## src/rtl/sh_bus_slave.sv

```systemverilog
// SH7604 CS0-area bus responder: wait-state insertion, backing-memory handshake, COMM register file.
// Optional COMM register file and host port: define SH_BUS_SLAVE_COMM_EN.
module sh_bus_slave #(
   parameter int WAIT_STATES = 2,
   parameter int TIMEOUT     = 255
) (
   input  logic         CLK,
   input  logic         RST_N,
   input  logic         CE_R,
   input  logic         CE_F,
   input  logic [26:0]  A,
   input  logic [31:0]  DI,
   output logic [31:0]  DO,
   input  logic         CS0_N,
   input  logic         RD_N,
   input  logic [3:0]   WE_N,
   output logic         WAIT_N,
   output logic [26:0]  MEM_A,
   output logic [31:0]  MEM_D,
   output logic [3:0]   MEM_WE,
   output logic         MEM_REQ,
   input  logic [31:0]  MEM_Q,
   input  logic         MEM_RDY,
   input  logic         HOST_WR,
   input  logic [2:0]   HOST_IDX,
   input  logic [15:0]  HOST_D,
   output logic [127:0] COMM_Q,
   output logic         ERR
);

   // state      | meaning
   // S_IDLE     | waiting for a CS0 strobe
   // S_WAIT     | counting programmed wait states, WAIT_N low
   // S_MEM_WAIT | MEM_REQ high, waiting for MEM_RDY or timeout
   // S_DONE     | WAIT_N high, DO held until strobes release
   typedef enum logic [1:0] {S_IDLE, S_WAIT, S_MEM_WAIT, S_DONE} state_t;
   typedef enum logic [1:0] {R_MEM, R_REG, R_NULL} region_t;

   localparam logic [3:0] WS      = 4'(WAIT_STATES);
   localparam logic [7:0] TO_LAST = 8'(TIMEOUT - 1);

   state_t      state;
   region_t     region;
   logic [3:0]  wcnt;
   logic [7:0]  tcnt;
   logic        is_rd;
   logic        strobe_on;
   logic        direct;
   logic [12:0] sel_blk;
   logic [31:0] rd_data;

   function automatic region_t decode(input logic [12:0] blk);
      if (blk == 13'd0)
         return R_MEM;
`ifdef SH_BUS_SLAVE_COMM_EN
      else if (blk == 13'd1)
         return R_REG;
`endif
      else
         return R_NULL;
   endfunction

   assign strobe_on = !CS0_N && (!RD_N || (WE_N != 4'hF));
   assign sel_blk   = (state == S_IDLE) ? A[26:14] : MEM_A[26:14];
   assign region    = decode(sel_blk);
   assign direct    = (WS == 4'd0) && (region != R_MEM);

`ifdef SH_BUS_SLAVE_COMM_EN
   logic [15:0] comm [8];
   logic [4:0]  sel_off;
   logic [31:0] sel_d;
   logic [3:0]  sel_we;
   logic        sel_rd;
   logic        finish;
   logic        cpu_wr;
   logic [1:0]  wr_be;
   logic [15:0] wr_data;
   logic        unused_ok;

   assign unused_ok = CE_F;

   // The direct (zero-wait) path decodes the live bus; otherwise the latched access.
   always_comb begin
      sel_off = (state == S_IDLE) ? A[5:1] : MEM_A[5:1];
      sel_d   = (state == S_IDLE) ? DI : MEM_D;
      sel_we  = (state == S_IDLE) ? ~WE_N : MEM_WE;
      sel_rd  = (state == S_IDLE) ? !RD_N : is_rd;
      rd_data = '0;
      if (region == R_REG) begin
         if (sel_off == 5'd0)
            rd_data = {2{16'h0200}};
         else if (sel_off[4:3] == 2'b10)
            rd_data = {2{comm[sel_off[2:0]]}};
      end
      finish  = CE_R && (((state == S_IDLE) && strobe_on && direct) ||
                         ((state == S_WAIT) && strobe_on && (wcnt == 4'd0) && (region != R_MEM)));
      cpu_wr  = finish && !sel_rd && (region == R_REG) && (sel_off[4:3] == 2'b10);
      wr_be   = sel_off[0] ? sel_we[1:0] : sel_we[3:2];
      wr_data = sel_off[0] ? sel_d[15:0] : sel_d[31:16];
   end

   // Host write is applied last so it wins a same-edge collision.
   always_ff @(posedge CLK or negedge RST_N) begin
      if (!RST_N) begin
         for (int i = 0; i < 8; i++) comm[i] <= '0;
      end else if (CE_R) begin
         if (cpu_wr) begin
            if (wr_be[1]) comm[sel_off[2:0]][15:8] <= wr_data[15:8];
            if (wr_be[0]) comm[sel_off[2:0]][7:0]  <= wr_data[7:0];
         end
         if (HOST_WR) comm[HOST_IDX] <= HOST_D;
      end
   end

   always_comb begin
      for (int i = 0; i < 8; i++) COMM_Q[i*16 +: 16] = comm[i];
   end
`else
   logic unused_ok;

   assign unused_ok = ^{CE_F, HOST_WR, HOST_IDX, HOST_D};
   assign rd_data   = '0;
   assign COMM_Q    = '0;
`endif

   always_ff @(posedge CLK or negedge RST_N) begin
      if (!RST_N) begin
         state   <= S_IDLE;
         WAIT_N  <= 1'b1;
         DO      <= '0;
         MEM_REQ <= 1'b0;
         MEM_WE  <= '0;
         MEM_A   <= '0;
         MEM_D   <= '0;
         ERR     <= 1'b0;
         wcnt    <= '0;
         tcnt    <= '0;
         is_rd   <= 1'b0;
      end else if (CE_R) begin
         ERR <= 1'b0;
         unique case (state)
            S_IDLE: begin
               if (strobe_on) begin
                  MEM_A  <= A;
                  MEM_D  <= DI;
                  MEM_WE <= ~WE_N;
                  is_rd  <= !RD_N;
                  WAIT_N <= 1'b0;
                  wcnt   <= WS;
                  if (direct) begin
                     state <= S_DONE;
                     if (!RD_N) DO <= rd_data;
                  end else begin
                     state <= S_WAIT;
                  end
               end
            end
            S_WAIT: begin
               if (!strobe_on) begin
                  state  <= S_IDLE;
                  WAIT_N <= 1'b1;
               end else if (wcnt == 4'd0) begin
                  if (region == R_MEM) begin
                     state   <= S_MEM_WAIT;
                     MEM_REQ <= 1'b1;
                     tcnt    <= '0;
                  end else begin
                     state  <= S_DONE;
                     WAIT_N <= 1'b1;
                     if (is_rd) DO <= rd_data;
                  end
               end else begin
                  wcnt <= wcnt - 4'd1;
               end
            end
            S_MEM_WAIT: begin
               if (!strobe_on) begin
                  state   <= S_IDLE;
                  MEM_REQ <= 1'b0;
                  WAIT_N  <= 1'b1;
               end else if (MEM_RDY && MEM_REQ) begin
                  if (is_rd) DO <= MEM_Q;
                  MEM_REQ <= 1'b0;
                  WAIT_N  <= 1'b1;
                  state   <= S_DONE;
               end else if (tcnt == TO_LAST) begin
                  DO      <= 32'hFFFF_FFFF;
                  ERR     <= 1'b1;
                  MEM_REQ <= 1'b0;
                  WAIT_N  <= 1'b1;
                  state   <= S_DONE;
               end else if (tcnt != 8'hFF) begin
                  tcnt <= tcnt + 8'd1;
               end
            end
            S_DONE: begin
               WAIT_N <= 1'b1;
               if (!strobe_on) state <= S_IDLE;
            end
            default: state <= S_IDLE;
         endcase
      end
   end

endmodule
```

## config.mk

```make
export PLATFORM = sky130hd
export DESIGN_NAME = sh_bus_slave
export DESIGN_NICKNAME = d
export VERILOG_FILES = /design/src/rtl/sh_bus_slave.sv
export SDC_FILE = /design/constraint.sdc
export NUM_CORES = 1
export LEC_CHECK = 0
export ABC_CLOCK_PERIOD_IN_PS = 2200
export CORE_MARGIN = 2
export CORE_UTILIZATION = 35
export DETAILED_ROUTE_END_ITERATION = 8
export GPL_TIMING_DRIVEN = 0
export HOLD_SLACK_MARGIN = 0.06
export PLACE_DENSITY = 0.9
export RECOVER_POWER = 100
export SETUP_SLACK_MARGIN = 0.02
export SLEW_MARGIN = 40
export SYNTH_ARGS = -nofsm -noshare
export SYNTH_HDL_FRONTEND = slang
export SYNTH_SLANG_ARGS = --single-unit
```

## constraint.sdc

```tcl
create_clock -name CLK -period 2.2 [get_ports CLK]
set_input_delay 0.33 -clock CLK [delete_from_list [all_inputs] [get_ports CLK]]
set_output_delay 0.33 -clock CLK [all_outputs]
set_load 0.1 [all_outputs]
```

==> metrics.txt <==
library cells used by synthesis=44; worst path cell trace=or4_1 -> or4_4 -> o21ai_4 -> a2111oi_4 -> buf_12 -> buf_12 -> mux2i_1; outcome=complete, but fails checks; Post-synth ARST share=1.00; crit-path most repeated cell=buf_12; nets@finish=1014; Avg Synthesized Cell Area=11.0 um2; CP max stage cell=or4_1; Max Clock Skew=8.52 ps; initial antenna violation count=0; CTS tree=yes; max capacitance violation total=0; vias in the first global route=4630; chip height=134 um; drt pass-1 iters=4; crit path launch type=flop; Worst-Margin Slew=1180 ps; effective utilization at floorplan=0.358; DR WL/cell=13.8 um; P&R area growth vs syn=50.7%; Slew Limit Fails=0; Setup crit end kind=flop; Multi-input gate area=2340 um2; Clock Tree Root=clkbuf_16; largest net degree at the start of global routing=74; Critical Path AT=2690 ps; GP Congestion=0.781; yosys warns=0; Synth Flop Type=dfrtp_1; EDFF count, synth=0; Max-slew headroom=0.215; CTS Buf Count=17; H-Tree Depth=4; Clock Pin Slew Worst Setup and Hold Paths=50 ps; layout cells sized above 1=0.357; Via Count=4718; worst r2r path cells=7; ANT cells=0; via/cell ratio=4.21; Die Wd=134 um; WS Path Type=flop to flop; failing checks=setup timing; Critical Path RT=2510 ps; sinks on the clock net=113; final hold violations=0; Worst-Skew Late Latency=410 ps; crit path time final=2380 ps; DP HPWL=11.9 mm; fill count=1432; final WL=15.4 mm; unrepaired setup endpoints after global routing=true; pre-CTS setup slack=-786 ps; I/O pin count=348; sequential cell area=2840 um2; Mapped Area=5910 um2; grt ovf=0; sequential share of the synthesized area=0.478; hold crit path type=flop to flop; Port Buffer Count=198; final worst path period share=1.08; synthesized flop and latch total=113; max incr delay on CP=510 ps; DRC viols=0; fin worst setup slack=-181 ps; Antenna Nets Post-Route=0; CP Max Fanout=6; Cells after Synth=536; DRT iter0 DRCs=199; total track usage=0.169; clock buffer depth=2; Hold Path Cell Cnt=1; die area=18000 um2; maximum clock frequency=0.420 GHz; std cell rows=47; Setup Viol. Count Final=40; CORE AREA=16500 um2; first-pass GRT wire length=23.6 mm
## state kept, by name, summed over array words and instances, names as in the netlist
signal,count
MEM_WE,4
ERR,1
is_rd,1
MEM_D,32
MEM_REQ,1
tcnt,8
MEM_A,27
wcnt,4
state,2
WAIT_N,1
DO,32
## through the flow
step                       util  TNS (ps)  area (um2)  hold WS, ps  std cells
after detailed placement  0.496    -44020        8200          237       1082
final                     0.539     -5590        8910          500       1121
after global routing      0.539     -8690        8910          514       1121
after global placement    0.524   -448670        8660          462       1081
after floorplan               -     -5120        6400         34.4        663
after CTS                 0.542     -5750        8950          407       1120
## layer usage
metal,part of all wire,GRT usage,vias up,wire length [um]
met5,0,0,-,0
met4,0.020,0.0674,0,308
met3,0.097,0.0703,21,1500
met2,0.51,0.300,226,7880
met1,0.37,0.176,2203,5730
li1,-,-,2268,-
## worst max-delay path, delay by kind of cell, from the launching register on
kind | cells | cell delay [ps]
buf+inv | 2 | 320
mux | 1 | 190
simple gates | 2 | 950
compound gates | 2 | 340
flops | 1 | 460
## final cells by class
cell class / instances / share of cell area
timing repair buffer: 206 / 0.175
buffer: 147 / 0.123
tap: 220 / 0.0309
sequential: 113 / 0.319
multi-input combinational: 363 / 0.263
inverter: 40 / 0.0168
clock buffer: 22 / 0.0521
clock inverter: 10 / 0.0206
## cell families (layout without fill, tap and decap cells)
logic type	after synthesis	count (layout)	synth area share
and+or+nand+nor	60	60	0.0516
DFF	113	113	0.478
muxes	91	91	0.167
adders and majority gates	4	4	0.00846
other	1	128	0.000634
buffers and inverters	187	425	0.206
AOI/OAI and AO/OA	80	80	0.0887
## cell usage in the layout (no fill, tap or decap), types with 4 or more instances in the layout
| master | instances |
|---|---|
| clkbuf_16 | 17 |
| mux2i_1 | 32 |
| o21ai_0 | 46 |
| clkbuf_2 | 82 |
| dfrtp_1 | 107 |
| a21oi_1 | 6 |
| nor2_1 | 8 |
| nor2b_1 | 4 |
| a22o_1 | 4 |
| clkbuf_1 | 30 |
| nand2_1 | 18 |
| bufinv_16 | 5 |
| nor3_1 | 5 |
| buf_4 | 133 |
| nand3_1 | 7 |
| ha_1 | 4 |
| o22a_1 | 5 |
| conb_1 | 128 |
| mux2_2 | 59 |
| clkdlybuf4s50_1 | 99 |
| nor4_1 | 4 |
| inv_1 | 40 |
## timing repair
item / in CTS / in global routing
endpoints found under the hold margin: 40 / 0
gates cloned: 1 / 0
endpoints found under the setup margin: 42 / 83
pin swaps: 3 / 0
setup buffers: 4 / 1
resized for setup: 6 / 5
hold buffers: 1 / 0
## cells in the mapped netlist, drive strengths merged, types with 2 or more instances
master,instances,area [um2]
ha,4,50.1
a21oi,6,30.0
or4,2,18.8
nor2b,4,25.0
mux2i,32,320
o211ai,2,15.0
nand4,2,12.5
nor4,4,25.0
or3,2,12.5
o22ai,3,18.8
mux2,59,664
nor3,5,25.0
nand3,7,35.0
nand2b,3,18.8
dfrtp,112,2800
nand2,18,67.6
o22a,5,43.8
and3,2,12.5
buf,139,1040
o21ai,48,251
a22o,4,35.0
nor2,8,30.0
inv,40,150
a21o,3,22.5
clkbuf,8,30.0
## path summary, 6_finish.rpt
check                           from        end  slack [ps]
hold / removal             MEM_A[10]  MEM_A[10]         500
setup / recovery           MEM_A[19]      DO[0]        -180
max in group asynchronous      RST_N  MEM_A[16]         280
hold reg to reg            MEM_A[10]  MEM_A[10]         500
min in group asynchronous      RST_N   MEM_D[1]         660
setup reg to reg           MEM_A[19]      DO[0]        -180
Power is left out: the tool's default activity adds up to more than one toggle a clock period on the data nets, which glitch-free logic cannot reach.
